File: config.mk
export PLATFORM = sky130hd
export DESIGN_NAME = uart_rx_path
export DESIGN_NICKNAME = d
export VERILOG_FILES = /design/src/rtl/uart_pkg.sv /design/src/rtl/fifo_rx.sv /design/src/rtl/uart_rx_path.sv
export SDC_FILE = /design/constraint.sdc
export NUM_CORES = 1
export LEC_CHECK = 0
export ABC_AREA = 1
export BUFFER_PORTS_ARGS = -buffer_cell sky130_fd_sc_hd__buf_2
export CAP_MARGIN = 20
export CORE_MARGIN = 5
export CORE_UTILIZATION = 60
export CTS_CLUSTER_SIZE = 8
export DETAILED_ROUTE_END_ITERATION = 6
export PLACE_DENSITY = 0.78
export SLEW_MARGIN = 10
export SYNTH_ARGS = -nofsm -noshare
export SYNTH_HDL_FRONTEND = slang
export SYNTH_HIERARCHICAL = 1
export SYNTH_SLANG_ARGS = --single-unit
File: constraint.sdc
create_clock -name clk -period 3.9 [get_ports clk]
set_input_delay 0.39 -clock clk [delete_from_list [all_inputs] [get_ports clk]]
set_output_delay 0.39 -clock clk [all_outputs]
set_load 0.05 [all_outputs]
File: src/rtl/uart_pkg.sv
// Types and defaults shared by the UART transmit and receive paths.
package uart_pkg;

    typedef enum logic [1:0] {IDLE, START, DATA, STOP} uart_state_e;

    localparam int UART_CLKS_PER_BIT = 16;
    localparam int UART_DATA_BITS    = 8;
    localparam int UART_FIFO_DEPTH   = 8;

    // Counter width for n distinct values, never below one bit.
    function automatic int cnt_width(input int n);
        return (n > 1) ? $clog2(n) : 1;
    endfunction

endpackage

File: src/rtl/fifo_rx.sv
// Receive FIFO: circular buffer with first-word fall-through head that reads 0 when empty.
module fifo_rx
    import uart_pkg::*;
#(
    parameter int WIDTH = UART_DATA_BITS,
    parameter int DEPTH = UART_FIFO_DEPTH
) (
    input  logic             clk,
    input  logic             rst_n,
    input  logic             wr_en,
    input  logic [WIDTH-1:0] din,
    input  logic             rd_en,
    output logic [WIDTH-1:0] dout,
    output logic             empty,
    output logic             full
);

    localparam int AW = cnt_width(DEPTH);
    localparam logic [AW:0] FULL_CNT = DEPTH[AW:0];

    logic [WIDTH-1:0] mem [DEPTH];
    logic [AW-1:0]    wr_ptr;
    logic [AW-1:0]    rd_ptr;
    logic [AW:0]      count;
    logic             do_rd;
    logic             do_wr;

    assign empty = (count == '0);
    assign full  = (count == FULL_CNT);
    assign do_rd = rd_en && !empty;
    // A write into a full FIFO is allowed when the head is popped in the same cycle.
    assign do_wr = wr_en && (!full || do_rd);
    assign dout  = empty ? '0 : mem[rd_ptr];

    always_ff @(posedge clk or negedge rst_n) begin
        if (!rst_n) begin
            wr_ptr <= '0;
            rd_ptr <= '0;
            count  <= '0;
        end else begin
            if (do_wr) wr_ptr <= wr_ptr + 1'b1;
            if (do_rd) rd_ptr <= rd_ptr + 1'b1;
            case ({do_wr, do_rd})
                2'b10:   count <= count + 1'b1;
                2'b01:   count <= count - 1'b1;
                default: count <= count;
            endcase
        end
    end

    always_ff @(posedge clk) begin
        if (do_wr) mem[wr_ptr] <= din;
    end

endmodule

File: src/rtl/uart_rx_path.sv
// Oversampling 8N1 UART receiver: synchroniser, framing FSM and receive FIFO.
module uart_rx_path
    import uart_pkg::*;
#(
    parameter int CLKS_PER_BIT = UART_CLKS_PER_BIT,
    parameter int DATA_BITS    = UART_DATA_BITS,
    parameter int FIFO_DEPTH   = UART_FIFO_DEPTH
) (
    input  logic                 clk,
    input  logic                 rst_n,
    input  logic                 rx,
    input  logic                 rd_en,
    output logic [DATA_BITS-1:0] data_out,
    output logic                 fifo_rx_status,
    output logic                 fifo_full,
    output logic                 dma_rxend,
    output logic                 frame_err,
    output logic                 overrun
);

    localparam int TW = cnt_width(CLKS_PER_BIT);
    localparam int BW = cnt_width(DATA_BITS);
    localparam logic [TW-1:0] TICK_HALF = TW'(CLKS_PER_BIT / 2 - 1);
    localparam logic [TW-1:0] TICK_FULL = TW'(CLKS_PER_BIT - 1);
    localparam logic [BW-1:0] BIT_LAST  = BW'(DATA_BITS - 1);

    logic                 rx_meta, rx_s, rx_prev;
    uart_state_e          state, state_nxt;
    logic [TW-1:0]        tick, tick_nxt;
    logic [BW-1:0]        bit_cnt, bit_nxt;
    logic [DATA_BITS-1:0] shift, shift_nxt;
    logic                 wr_en;
    logic                 rxend_nxt, ferr_nxt, ovr_nxt;
    logic                 fifo_empty;

    always_ff @(posedge clk or negedge rst_n) begin
        if (!rst_n) begin
            rx_meta   <= 1'b1;
            rx_s      <= 1'b1;
            rx_prev   <= 1'b1;
            state     <= IDLE;
            tick      <= '0;
            bit_cnt   <= '0;
            shift     <= '0;
            dma_rxend <= 1'b0;
            frame_err <= 1'b0;
            overrun   <= 1'b0;
        end else begin
            rx_meta   <= rx;
            rx_s      <= rx_meta;
            rx_prev   <= rx_s;
            state     <= state_nxt;
            tick      <= tick_nxt;
            bit_cnt   <= bit_nxt;
            shift     <= shift_nxt;
            dma_rxend <= rxend_nxt;
            frame_err <= ferr_nxt;
            overrun   <= ovr_nxt;
        end
    end

    always_comb begin
        state_nxt = state;
        tick_nxt  = tick + 1'b1;
        bit_nxt   = bit_cnt;
        shift_nxt = shift;
        wr_en     = 1'b0;
        rxend_nxt = 1'b0;
        ferr_nxt  = 1'b0;
        ovr_nxt   = 1'b0;
        case (state)
            IDLE: begin
                // Edge-triggered start so a line stuck low cannot retrigger.
                tick_nxt = '0;
                if (rx_prev && !rx_s) state_nxt = START;
            end
            START: begin
                if (tick == TICK_HALF) begin
                    tick_nxt  = '0;
                    bit_nxt   = '0;
                    state_nxt = rx_s ? IDLE : DATA;
                end
            end
            DATA: begin
                if (tick == TICK_FULL) begin
                    tick_nxt  = '0;
                    shift_nxt = {rx_s, shift[DATA_BITS-1:1]};
                    bit_nxt   = bit_cnt + 1'b1;
                    if (bit_cnt == BIT_LAST) state_nxt = STOP;
                end
            end
            STOP: begin
                if (tick == TICK_FULL) begin
                    tick_nxt  = '0;
                    state_nxt = IDLE;
                    if (!rx_s) begin
                        ferr_nxt = 1'b1;
                    end else if (!fifo_full || rd_en) begin
                        wr_en     = 1'b1;
                        rxend_nxt = 1'b1;
                    end else begin
                        ovr_nxt = 1'b1;
                    end
                end
            end
            default: state_nxt = IDLE;
        endcase
    end

    fifo_rx #(
        .WIDTH (DATA_BITS),
        .DEPTH (FIFO_DEPTH)
    ) u_fifo (
        .clk   (clk),
        .rst_n (rst_n),
        .wr_en (wr_en),
        .din   (shift),
        .rd_en (rd_en),
        .dout  (data_out),
        .empty (fifo_empty),
        .full  (fifo_full)
    );

    assign fifo_rx_status = !fifo_empty;

endmodule

==> impl_metrics.yaml <==
floorplan:
  die_y_um: 93.2
  fp.coreArea_um2: 6760
  io_pins: 17
  initial_core_util_pct: 61.5
  die_w_um: 93.2
  die_area_um2: 8690
  rows: 30
power:
  seqPwrFrac_pct: 42.8
  comb_power_share_pct: 39.4
  powerDensity_nw_per_um2: 701
  max-vdd-ir-drop_mv: 0.380
  p_switching_uw: 1350
  switching_share_pct: 43.4
  internal_power_uw: 1760
  power_leakage_uw: 0.00191
  power_frac_clock_pct: 17.8
sta:
  fin_crit_ns: 2.69
  setup_violations: 0
  finalClockSkew_ns: 0.00455
  tightest_slew_ns: 0.824
  rsz0062_at_grt: "false"
  drv_slew: 0
  max-slew-margin-rel_pct: 45.1
  finalHoldViolations: 0
  period_share_pct: 68.9
  tns_ns: 0
  fmax_mhz: 372
  worst_hold_slack_ns: 0.0954
layout:
  seqCellArea_um2: 2750
  layout-drive-gt1-share_pct: 16.0
  fillers: 520
  nets: 400
  insertedDiodeCount: 0
  multi_input_area_um2: 1220
  final_core_util_pct: 65.5
  final_cells: 473
  synthToLayoutAreaGrowth_pct: 6.63
global_route:
  grt_usage_pct: 19.2
  grt.overflow.total: 0
  grt_pass1_vias: 2494
  grt_max_degree: 34
  grt_pass1_wl_mm: 12.6
  antenna_found_initial: 0
logic_synthesis:
  synth_seq_cells: 97
  postSynthCellCount: 371
  ys_types: 33
  synth_seq_area_share_pct: 66.3
  syn-cell-area_um2: 4150
  syn_nets: 383
  yosysWarnings: 6
  synth.avg_cell_area_um2: 11.2
placed_design:
  placed_cells: 457
  port_buffers: 16
  gp_congestion: 0.827
  hpwl_mm: 5.08
clock_network:
  post_cts.repair.setup_buffers: 0
  cts_tree: "built"
  cts_buffer_depth: 2
  h-tree-depth: 3
  cts_root_buffer: "clkbuf_8"
  clk-insertion-delay-late_ns: 0.35
  cts.repair.resized: 0
  clk_pin_slew_ns: 0.09
  cts_hold_buf: 0
  clock-sinks: 97
  cts_buffers: 9
min_path:
  worstHoldPathType: "in2async"
setup_path:
  worstPathMaxFanout: 33
  crit_slowest_cell: "dfrtp_1"
  critPathArrivalTime_ns: 2.30
  crit_type: "reg2out"
  path_common_cell: "nor2_1"
  startpoint_type: "flop"
  path_delay_family: "buffers and inverters"
  path_cells: "inv_2 -> o21ai_0 -> o22ai_1 -> nor2_1 -> nor2_1 -> buf_2"
  path_buf_inv: 2
  cp-end-kind: "primary output"
  cp.required_ns: 3.51
  slowest_delay_ns: 0.62
drt:
  wl_per_cell_um: 15.8
  drcViolationCount: 0
  via_per_inst: 5.55
  drt_iter0_drc: 189
  wl_mm: 7.50
  drt_first_pass_iters: 5
  drtAntennaViolNets: 0
  vias: 2623
run:
  cap_violations: 0
outcome:
  status: "finished, final reports clean"
## state kept, by name (all words and copies together), names as in the netlist, named ones only
| name | count |
|---|---|
| rx_meta | 1 |
| rx_s | 1 |
| bit_cnt | 3 |
| tick | 4 |
| dma_rxend | 1 |
| u_fifo/wr_ptr | 3 |
| frame_err | 1 |
| overrun | 1 |
| rx_prev | 1 |
| state | 1 |
| u_fifo/rd_ptr | 3 |
| u_fifo/count | 4 |
| u_fifo/mem | 64 |
| shift | 8 |
## logic make-up after synthesis
| logic type | synth area share (%) |
|---|---|
| simple gates | 16.0 |
| flops | 66.3 |
| compound gates | 9.10 |
| buf+inv | 4.40 |
| fa+ha+maj | 2.41 |
| xor+xnor | 1.48 |
| mux | 0.361 |
## Yosys cell counts (all sizes together)
library cell	instances	area, um^2
xor2	4	35.0
nor3b	1	7.51
xnor2	3	26.3
o21ai	42	229
a21oi	4	31.3
mux2	1	15.0
nand2	54	215
nand4	2	12.5
dfstp	3	78.8
nor4	1	6.26
o211ai	9	67.6
edfxtp	64	1920
or2	1	8.76
o22ai	8	50.1
ha	8	100
inv	29	109
dfrtp	30	751
buf	11	73.8
nor2	81	329
nor3	2	10.0
nand3	13	75.1
## worst register-to-register path, cell delays in order (launching register included)
cell and delay, ns:
dfrtp_1 0.38, ha_1 0.23, nand3_2 0.12, inv_2 0.13, nand3_1 0.12, nor2_1 0.19
nand2_2 0.13, inv_1 0.10, nand2_1 0.12, nor2_1 0.59
## cell usage in the layout (no fill, tap or decap), drive strengths merged, types with 3 or more instances in the layout
cell,synthesis,final
ha,8,8
dfstp,3,3
xor2,4,4
edfxtp,64,64
buf,11,17
o211ai,9,9
nand2,54,54
xnor2,3,3
o22ai,8,8
dfrtp,30,30
a21oi,4,4
clkinv,0,5
nor2,81,81
nand3,13,13
inv,29,30
o21ai,42,42
clkbuf,0,10
## layer usage
metal | vias up | routed length, um | GRT usage (%)
met3 | 14 | 366 | 2.74
met2 | 75 | 3660 | 30.2
met4 | 0 | 138 | 7.69
li1 | 1294 | - | -
met1 | 1240 | 3330 | 27.1
met5 | - | 0 | 0
## final cells by class
type                    instances  area share (%)
well taps                      80            2.26
multi-input cells             234            27.5
clock buffers                  10            2.88
repair buffers                 17            1.98
clock inverters                 6           0.763
flip-flops and latches         97            62.1
inverters                      29            2.46
## worst paths after layout
| path | startpoint | endpoint | slack (ns) | depth (start not counted) |
|---|---|---|---|---|
| setup / recovery | u_fifo/rd_ptr[0] | data_out[7] | 1.21 | 6 |
| max in group asynchronous | rst_n | shift[2] | 3.33 | 1 |
| min in group clk | rx | rx_meta | 0.13 | 1 |
| hold / removal | rst_n | tick[0] | 0.1 | 1 |
| setup reg to reg | tick[0] | u_fifo/mem[7][1] | 1.41 | 9 |
| hold reg to reg | rx_meta | rx_s | 0.36 | 0 |
## per-stage QoR
step	worst slack, ns	total power (uW)	area [um^2]
4_1_cts	1.19	3130	4430
2_1_floorplan	0.381	2330	4150
5_1_grt	1.03	3320	4430
6_report	1.21	3110	4430
3_3_place_gp	1.45	2550	4270
3_5_place_dp	1.37	2570	4270
## power groups by stage
stage / logic (uW) / registers (uW) / clock network (uW)
2_1_floorplan: 1070 / 1250 / 0
3_3_place_gp: 1200 / 1350 / 0
3_5_place_dp: 1220 / 1350 / 0
4_1_cts: 1230 / 1330 / 571
5_1_grt: 1350 / 1350 / 620
6_report: 1220 / 1330 / 552
Note: power is estimated with default switching activity, not from simulation.
